<file path="config.mk">
export PLATFORM = sky130hd
export DESIGN_NAME = decoder_queue_flat
export DESIGN_NICKNAME = d
export VERILOG_FILES = /design/src/rtl/decoder_queue_if.sv /design/src/rtl/decoder_queue.sv /design/src/flat_wrapper.sv
export SDC_FILE = /design/constraint.sdc
export NUM_CORES = 1
export LEC_CHECK = 0
export ABC_AREA = 1
export BUFFER_PORTS_ARGS = -buffer_cell sky130_fd_sc_hd__buf_2
export CAP_MARGIN = 10
export CORE_MARGIN = 4
export CORE_UTILIZATION = 57
export DETAILED_ROUTE_END_ITERATION = 7
export HOLD_SLACK_MARGIN = 0.05
export PLACE_DENSITY = 0.79
export SLEW_MARGIN = 40
export SYNTH_ARGS = -nofsm -noshare
export SYNTH_HDL_FRONTEND = slang
export SYNTH_SLANG_ARGS = --single-unit
</file>
<file path="constraint.sdc">
create_clock -name clk -period 2.31 [get_ports clk]
set_clock_uncertainty 0.2 [all_clocks]
set_input_delay 0.231 -clock clk [delete_from_list [all_inputs] [get_ports clk]]
set_output_delay 0.231 -clock clk [all_outputs]
set_load 0.02 [all_outputs]
</file>
<file path="src/rtl/decoder_queue_if.sv">
// Handshake bundle for decoder_queue: producer-side instruction stream plus consumer-side decoded head.
// DECODER_PARITY_EN widens the instruction word by one even-parity bit.
interface decoder_queue_if #(
  parameter int NUM_W = 4,
  parameter int OP_W  = 2,
  parameter int DEPTH = 4
);
`ifdef DECODER_PARITY_EN
  localparam int IW = 2*NUM_W + OP_W + 2;
`else
  localparam int IW = 2*NUM_W + OP_W + 1;
`endif
  localparam int LW = $clog2(DEPTH) + 1;

  logic [IW-1:0]    instruct;
  logic             in_valid;
  logic             in_ready;
  logic [NUM_W-1:0] num1;
  logic [NUM_W-1:0] num2;
  logic [OP_W-1:0]  oper;
  logic             Ain;
  logic             out_valid;
  logic             out_ready;
  logic [LW-1:0]    level;
  logic             parity_err;

  modport master (
    output instruct, in_valid, out_ready,
    input  in_ready, num1, num2, oper, Ain, out_valid, level, parity_err
  );

  modport slave (
    input  instruct, in_valid, out_ready,
    output in_ready, num1, num2, oper, Ain, out_valid, level, parity_err
  );
endinterface

</file>
<file path="src/rtl/decoder_queue.sv">
// Instruction decoder with a DEPTH-entry FIFO between the link and the ALU/FSM side.
// DECODER_PARITY_EN: bit 0 carries even parity; odd words are dropped and flagged on parity_err.
module decoder_queue #(
  parameter int NUM_W = 4,
  parameter int OP_W  = 2,
  parameter int DEPTH = 4
) (
  input logic           clk,
  input logic           rst,
  decoder_queue_if.slave bus
);
  localparam int PW = $clog2(DEPTH);
  localparam int LW = PW + 1;
  localparam int EW = 2*NUM_W + OP_W + 1;
`ifdef DECODER_PARITY_EN
  localparam int PB = 1;
`else
  localparam int PB = 0;
`endif
  localparam int IW = EW + PB;

  logic [EW-1:0] fifo_mem [DEPTH];
  logic [PW-1:0] head_ptr;
  logic [PW-1:0] tail_ptr;
  logic [LW-1:0] level_q;
  logic [EW-1:0] head_entry;
  logic          in_ready;
  logic          out_valid;
  logic          push_hs;
  logic          word_ok;
  logic          push;
  logic          pop;

  // Handshake flags decode only from the registered level.
  assign in_ready  = (level_q != LW'(DEPTH));
  assign out_valid = (level_q != '0);
  assign push_hs   = bus.in_valid && in_ready;
  assign push      = push_hs && word_ok;
  assign pop       = out_valid && bus.out_ready;

`ifdef DECODER_PARITY_EN
  logic parity_err_q;

  function automatic logic parity_ok(input logic [IW-1:0] w);
    return ~(^w);
  endfunction

  assign word_ok = parity_ok(bus.instruct);

  always_ff @(posedge clk or negedge rst) begin
    if (!rst) parity_err_q <= 1'b0;
    else      parity_err_q <= push_hs && !word_ok;
  end

  assign bus.parity_err = parity_err_q;
`else
  assign word_ok        = 1'b1;
  assign bus.parity_err = 1'b0;
`endif

  // Control state: pointers wrap naturally since DEPTH is a power of two.
  always_ff @(posedge clk or negedge rst) begin
    if (!rst) begin
      head_ptr <= '0;
      tail_ptr <= '0;
      level_q  <= '0;
    end else begin
      if (push) tail_ptr <= tail_ptr + PW'(1);
      if (pop)  head_ptr <= head_ptr + PW'(1);
      unique case ({push, pop})
        2'b10:   level_q <= level_q + LW'(1);
        2'b01:   level_q <= level_q - LW'(1);
        default: level_q <= level_q;
      endcase
    end
  end

  // Storage holds the word minus its parity bit; contents are masked by out_valid.
  always_ff @(posedge clk) begin
    if (push) fifo_mem[tail_ptr] <= bus.instruct[IW-1:PB];
  end

  assign head_entry    = fifo_mem[head_ptr];
  assign bus.in_ready  = in_ready;
  assign bus.out_valid = out_valid;
  assign bus.level     = level_q;
  assign bus.num1      = out_valid ? head_entry[EW-1 -: NUM_W]       : '0;
  assign bus.num2      = out_valid ? head_entry[EW-1-NUM_W -: NUM_W] : '0;
  assign bus.oper      = out_valid ? head_entry[OP_W:1]              : '0;
  assign bus.Ain       = out_valid ? head_entry[0]                   : 1'b0;
endmodule

</file>
<file path="src/flat_wrapper.sv">
// flat-port wrapper written by rule: the top's interface ports become plain ports
module decoder_queue_flat 
#(
  parameter int NUM_W = 4,
  parameter int OP_W  = 2,
  parameter int DEPTH = 4
)
  (clk, rst, bus_instruct, bus_in_valid, bus_out_ready, bus_in_ready, bus_num1, bus_num2, bus_oper, bus_Ain, bus_out_valid, bus_level, bus_parity_err);
  decoder_queue_if #(.NUM_W(NUM_W), .OP_W(OP_W), .DEPTH(DEPTH)) bus_i ();
  input logic clk;
  input logic rst;
  input wire logic [$bits(bus_i.instruct)-1:0] bus_instruct;
  input wire logic [$bits(bus_i.in_valid)-1:0] bus_in_valid;
  input wire logic [$bits(bus_i.out_ready)-1:0] bus_out_ready;
  output wire logic [$bits(bus_i.in_ready)-1:0] bus_in_ready;
  output wire logic [$bits(bus_i.num1)-1:0] bus_num1;
  output wire logic [$bits(bus_i.num2)-1:0] bus_num2;
  output wire logic [$bits(bus_i.oper)-1:0] bus_oper;
  output wire logic [$bits(bus_i.Ain)-1:0] bus_Ain;
  output wire logic [$bits(bus_i.out_valid)-1:0] bus_out_valid;
  output wire logic [$bits(bus_i.level)-1:0] bus_level;
  output wire logic [$bits(bus_i.parity_err)-1:0] bus_parity_err;
  assign bus_i.instruct = bus_instruct;
  assign bus_i.in_valid = bus_in_valid;
  assign bus_i.out_ready = bus_out_ready;
  assign bus_in_ready = bus_i.in_ready;
  assign bus_num1 = bus_i.num1;
  assign bus_num2 = bus_i.num2;
  assign bus_oper = bus_i.oper;
  assign bus_Ain = bus_i.Ain;
  assign bus_out_valid = bus_i.out_valid;
  assign bus_level = bus_i.level;
  assign bus_parity_err = bus_i.parity_err;
  decoder_queue #(.NUM_W(NUM_W), .OP_W(OP_W), .DEPTH(DEPTH)) u_core (.clk(clk), .rst(rst), .bus(bus_i));
endmodule
</file>
==> results of run 1 <==
worst reg2reg max path: cells and delay by family (launching register included):
kind | cells | cell delay, ns
and+or+nand+nor | 6 | 0.59
adders and majority gates | 2 | 0.56
DFF | 1 | 0.40
buffers and inverters | 2 | 0.20
cells in the mapped netlist:
cell type  instances
nand2_2           11
inv_2              4
inv_1             55
conb_1             1
nand3_1           16
o21ai_1            1
inv_4              1
xnor2_1            2
nand3_2           12
buf_6              6
nor2_1             4
buf_4              1
fa_1               1
edfxtp_1          44
ha_1               5
o21ai_0            1
buf_8              1
nand4_1            1
dfrtp_1            7
a21oi_2           10
buf_2              1
a21oi_1            1
nand2_1           47
stage by stage:
stage                     hold slack (ns)  worst slack [ns]  cells  instance area [µm²]   util
final                              0.0859             0.266    332                 2910  0.708
after global routing                0.110             0.118    332                 2910  0.708
after CTS                          0.0808             0.250    332                 2910  0.708
after detailed placement           -0.123             0.263    310                 2660  0.645
after global placement             -0.126             0.362    310                 2660  0.645
after floorplan                    -0.265             0.195    233                 2490      -
cell families after synthesis:
group / after synthesis / synth area share
flops: 51 / 0.600
buf+inv: 69 / 0.130
xor+xnor: 2 / 0.00703
fa+ha+maj: 6 / 0.0331
compound gates: 13 / 0.0412
simple gates: 91 / 0.187
other cells: 1 / 0.00150
how the worst min path moves through the flow:
| stage | cells after the start | slack, ns | endpoint | start |
|---|---|---|---|---|
| after floorplan | 0 | -0.26 | u_core.bus.level[0]$_DFFE_PN0P_ | rst |
| after detailed placement | 1 | -0.12 | u_core.bus.level[0]$_DFFE_PN0P_ | rst |
| after global placement | 1 | -0.13 | u_core.tail_ptr[0]$_DFFE_PN0P_ | rst |
| after global routing | 2 | 0.11 | u_core.bus.level[0]$_DFFE_PN0P_ | rst |
| final | 2 | 0.09 | u_core.bus.level[0]$_DFFE_PN0P_ | rst |
| after CTS | 2 | 0.08 | u_core.bus.level[0]$_DFFE_PN0P_ | rst |
what timing repair did:
action / in CTS / in global routing
gates resized for setup: 0 / 0
hold endpoints to repair: 55 / 0
hold buffers: 14 / 0
layout make-up:
type                       count  area [µm²]  share of cell area
clock buffer                   5        68.8              0.0236
clock inverter                 3        47.5              0.0163
inverter                      60         228              0.0782
multi-input combinational    113         673               0.231
sequential                    51        1500               0.514
tap                           50        62.6              0.0215
timing repair buffer          50         335               0.115
power by group:
part	switching [mW]	leakage, nW	total, mW	internal [mW]
Combinational	1.14	0.819	1.72	0.584
Sequential	0.111	0.488	1.34	1.23
Clock	0.290	0.0587	0.618	0.328
Total	1.54	1.37	3.68	2.14
state kept, by name, summed over array words and instances, names as in the netlist:
name and count:
u_core.tail_ptr 2, u_core.head_ptr 2, u_core.fifo_mem 44, u_core.bus.level 3
metal layers:
metal / GRT usage / wire length [µm] / up-vias
li1: - / - / 818
met1: 0.203 / 1770 / 698
met2: 0.311 / 2260 / 32
met3: 0.0419 / 181 / 6
met4: 0.0584 / 55 / 0
met5: 0 / 0 / -
==> qor.yml, run 1 <==
critPathTopFamily: "simple AND/OR/NAND/NOR gates"
nets: 302
crit_arrival_ns: 2.04
hold_viol: 0
period_share: 0.885
cp_cell_sequence: "inv_1 > nand3_2 > nand2_2 > ha_1 > inv_1 > fa_1 > nand2_1 > nand3_1 > nand2_1 > nand2_1"
cp-end-kind: "flop"
drive_above_1_share: 0.291
clkLatencyLatePin_ns: 0.30
crit_end: "u_core.bus.level[2]$_DFFE_PN0P_"
hold_class: "input pin to async pin"
area_growth_syn_to_layout_pct: 16.8
post_drt_via_cell_ratio: 4.68
run_status: "completed"
die_w_um: 74.1
ff2ff_setup_slack_ns: 0.27
ys_types: 23
cap_violations: 0
r2r_start: "u_core.bus.level[1]$_DFFE_PN0P_"
ys.warnings.count: 0
timing.rr.end: "u_core.bus.level[2]$_DFFE_PN0P_"
crit_type: "flop to flop"
die-height_um: 74.1
grt_start_max_net_pins: 25
htree_levels: 2
critPathBufInv: 2
grt_use_total: 0.173
slowest_delay_ns: 0.40
cts-root-buf: "clkbuf_8"
place.gp.congestion: 0.770
maxSlewViolCount: 0
drc: 0
cp_max_fo: 7
synthTopCellsByArea: "edfxtp_1 (53%), inv_1 (8.3%), nand2_1 (7.1%), dfrtp_1 (7.0%), nand3_2 (4.8%)"
fmax_mhz: 489
drt-initial-drc-count: 95
routed-via-count: 1554
clkTransAtPathRegs_ns: 0.09
critical_path_cell_count: 10
fin_crit_ns: 2.04
row_count: 23
grt_antenna_before_repair: 0
port_buffers: 30
ir_worst_vdd_mv: 0.753
postRouteAntennaNets: 0
reg2reg_depth: 10
synth.cell_area_um2: 2490
avgRoutedWirePerCell_um: 12.9
ys_seq_area_frac: 0.600
yosys_register_bits: 51
hpwl_um: 2660
fillCellCount: 307
grt_pass1_wl_um: 6860
start_util: 0.606
power_mw: 3.68
cellLeakagePower_nw: 1.37
pin_count: 32
first_pass_iters: 4
final_cell_mix: "inv_1 (55), nand2_1 (47), edfxtp_1 (44)"
yosysTopAreaCell: "edfxtp_1"
cts_tree: "done"
fp.dieArea_um2: 5490
avgSynthCellArea_um2: 10.7
numCtsBuffers: 5
layout_commonest_cell: "inv_1"
grt-ovfl-total: 0
startpoint: "u_core.bus.level[1]$_DFFE_PN0P_"
cp.required_ns: 2.30
p_per_area_nw_per_um2: 1260
clk_path_buf_depth: 2
setup_viol: 0
cts_setup_buffers: 0
cp-start-kind: "flop"
synth_top_area_share: 0.530
core_area_um2: 4120
wl_um: 4270
syn-num-nets: 254
synthCells: 233
cts_sinks: 51
diodes: 0
tns_ns: 0
grt_pass1_vias: 1475
slowest_stage: "dfrtp_1"
rsz0062_at_grt: "false"
crit_top_cell: "nand2_1"
(Power assumes the default switching activity.)
==> run 2, diff against run 1 <==
--- a/config.mk
+++ b/config.mk
@@ -8,11 +8,13 @@
 export ABC_AREA = 1
 export BUFFER_PORTS_ARGS = -buffer_cell sky130_fd_sc_hd__buf_2
 export CAP_MARGIN = 10
+export CELL_PAD_IN_SITES_DETAIL_PLACEMENT = 2
+export CELL_PAD_IN_SITES_GLOBAL_PLACEMENT = 2
 export CORE_MARGIN = 4
-export CORE_UTILIZATION = 57
+export CORE_UTILIZATION = 37
 export DETAILED_ROUTE_END_ITERATION = 7
 export HOLD_SLACK_MARGIN = 0.05
-export PLACE_DENSITY = 0.79
+export PLACE_DENSITY_LB_ADDON = 0.1
 export SLEW_MARGIN = 40
 export SYNTH_ARGS = -nofsm -noshare
 export SYNTH_HDL_FRONTEND = slang
==> run 2 against run 1 <==
Against the previous run:
- non-clock buffer count unchanged
- register-to-register slack about the same
- via count up 5.7%
- cell count up 8.1%
- global-route usage down 3.0 points
- power up 2.9%
- worst setup slack worse by 0.0032 ns
- wire length up 29%
- critical endpoint unchanged
- largest cell class unchanged
- highest routed layer unchanged
==> qor.yml, run 2 (synthesis gave the netlist of run 1 again) <==
die-height_um: 90.1  # was 74.1 µm
p_clk_frac: 0.168  # about the same
cp_max_fo: 7  # unchanged
crit_arrival_ns: 2.06  # was 2.04 ns
die_w_um: 90.1  # was 74.1 µm
grt-ovfl-total: 0  # unchanged
combPwrFrac: 0.474  # was 0.467
cp.required_ns: 2.32  # was 2.30 ns
place.gp.congestion: 0.737  # was 0.770
cts-root-buf: "clkbuf_8"  # unchanged
avgRoutedWirePerCell_um: 15.3  # was 12.9 µm
grt_pass1_vias: 1756  # was 1475
dpl_cell_area_um2: 2700  # was 2660 µm²
fin_crit_ns: 2.05  # was 2.04 ns
power.switching_mw: 1.62  # was 1.54 mW
timing.rr.end: "u_core.bus.level[2]$_DFFE_PN0P_"  # unchanged
post_drt_via_cell_ratio: 4.57  # was 4.68
m1WireLength_um: 2280  # was 1770 µm
grt_start_max_net_pins: 24  # was 25
power_mw: 3.78  # was 3.68 mW
cap_violations: 0  # unchanged
cts_setup_buffers: 0  # unchanged
grt_antenna_before_repair: 0  # unchanged
setup_viol: 0  # unchanged
highest_layer: "met4"  # unchanged
internal-power_mw: 2.17  # was 2.14 mW
port_buffers: 30  # unchanged
htree_levels: 2  # unchanged
core_area_um2: 6460  # was 4120 µm²
p_per_area_nw_per_um2: 1280  # was 1260 nW/µm²
largest_register_ffs: 44  # unchanged
tns_ns: 0  # unchanged
hpwl_um: 3640  # was 2660 µm
ff2ff_setup_slack_ns: 0.26  # was 0.27 ns
crit_type: "flop to flop"  # unchanged
cp-end-kind: "flop"  # unchanged
fmax_mhz: 488  # was 489 MHz
area_growth_syn_to_layout_pct: 18.7  # was 16.8%
reg2reg_depth: 10  # unchanged
seq_power_share: 0.358  # was 0.365
top_register: "u_core.fifo_mem"  # unchanged
postRouteAntennaNets: 0  # unchanged
period_share: 0.886  # was 0.885
cp-start-kind: "flop"  # unchanged
routed-via-count: 1642  # was 1554
run_status: "completed"  # unchanged
ir_worst_vdd_mv: 0.458  # was 0.753 mV
drive_above_1_share: 0.294  # was 0.291
hold_viol: 0  # unchanged
drt-initial-drc-count: 34  # was 95
pin_count: 32  # unchanged
layout_commonest_cell: "inv_1"  # unchanged
clkTransAtPathRegs_ns: 0.10  # was 0.09 ns
design_area_um2: 2960  # was 2910 µm²
numCtsBuffers: 5  # unchanged
fp.dieArea_um2: 8110  # was 5490 µm²
start_util: 0.386  # was 0.606
cellLeakagePower_nw: 1.37  # about the same
grt_pass1_wl_um: 9050  # was 6860 µm
setup_ws_ns: 0.263  # was 0.266 ns
r2r_start: "u_core.bus.level[1]$_DFFE_PN0P_"  # unchanged
final_cell_mix: "inv_1 (55), nand2_1 (47), edfxtp_1 (44)"  # unchanged
dr_wl_met3_um: 132  # was 181 µm
rsz0062_at_grt: "false"  # unchanged
row_count: 29  # was 23
cts_tree: "done"  # unchanged
diodes: 0  # unchanged
fillCellCount: 699  # was 307
maxSlewViolCount: 0  # unchanged
wl_met2_um: 3010  # was 2260 µm
cts_sinks: 51  # unchanged
drc: 0  # unchanged
clk_path_buf_depth: 2  # unchanged
clkLatencyLatePin_ns: 0.31  # was 0.30 ns
switching_share: 0.427  # was 0.418
first_pass_iters: 4  # unchanged
hold_class: "input pin to async pin"  # unchanged
dp_worst_setup_slack_ns: 0.268  # was 0.263 ns
wl_um: 5490  # was 4270 µm
nets: 302  # unchanged
grt_use_total: 0.144  # was 0.173
startpoint: "u_core.bus.level[1]$_DFFE_PN0P_"  # unchanged
-- run 2: changes by cell type in the layout (fill, tap and decap cells not counted), sizes merged --
cell / previous run / this run
clkinv: 1 / 0
clkinvlp: 0 / 1
-- run 2: cell type report --
class                           instances  area (µm²)  share of cell area
Clock buffer                            5        68.8              0.0233
Clock inverter                          3        46.3              0.0157
Inverter                               60         228              0.0770
Multi-Input combinational cell        113         673               0.228
Sequential cell                        51        1500               0.506
Tap cell                               77        96.3              0.0326
Timing Repair Buffer                   50         348               0.118
-- run 2: worst max path at each step --
stage,to,cells past startpoint
floorplan,u_core.bus.level[2]$_DFFE_PN0P_,10
global placement,u_core.bus.level[2]$_DFFE_PN0P_,10
detailed placement,u_core.bus.level[2]$_DFFE_PN0P_,10
CTS,bus_num1[2],5
global route,u_core.bus.level[2]$_DFFE_PN0P_,10
finish,u_core.bus.level[2]$_DFFE_PN0P_,10
-- run 2: power by group through the flow --
stage / Clock (mW) / Sequential (mW) / Combinational [mW]
floorplan: 0 / 1.37 / 1.34
finish: 0.634 / 1.35 / 1.79
global placement: 0 / 1.36 / 1.77
CTS: 0.652 / 1.36 / 1.84
global route: 0.696 / 1.38 / 2.00
detailed placement: 0 / 1.38 / 1.81
-- run 2: repair_timing --
item                                    4_1_cts  5_1_grt
hold endpoints to repair                     54        0
gates resized for setup                       0        1
endpoints found under the setup margin        0        5
hold buffers                                 14        0
-- run 2: through the flow --
stage | utilization | cells | hold WS [ns]
after CTS | 0.458 | 359 | 0.0712
after global routing | 0.458 | 359 | 0.105
final | 0.458 | 359 | 0.0774
after floorplan | - | 233 | -0.265
after detailed placement | 0.418 | 337 | -0.119
after global placement | 0.418 | 337 | -0.120
-- run 2: worst max-delay path, cell delays in order (launching register included) --
cell and delay (ns):
dfrtp_1 0.40, inv_1 0.14, nand3_2 0.15, nand2_2 0.15
ha_1 0.18, inv_1 0.06, fa_1 0.38, nand2_1 0.10
nand3_1 0.08, nand2_1 0.06, nand2_1 0.04
-- run 2: per-layer routing --
layer	GRT usage	up-vias
met3	0.0275	7
met1	0.166	801
li1	-	818
met2	0.267	16
met5	0	-
met4	0.0421	0
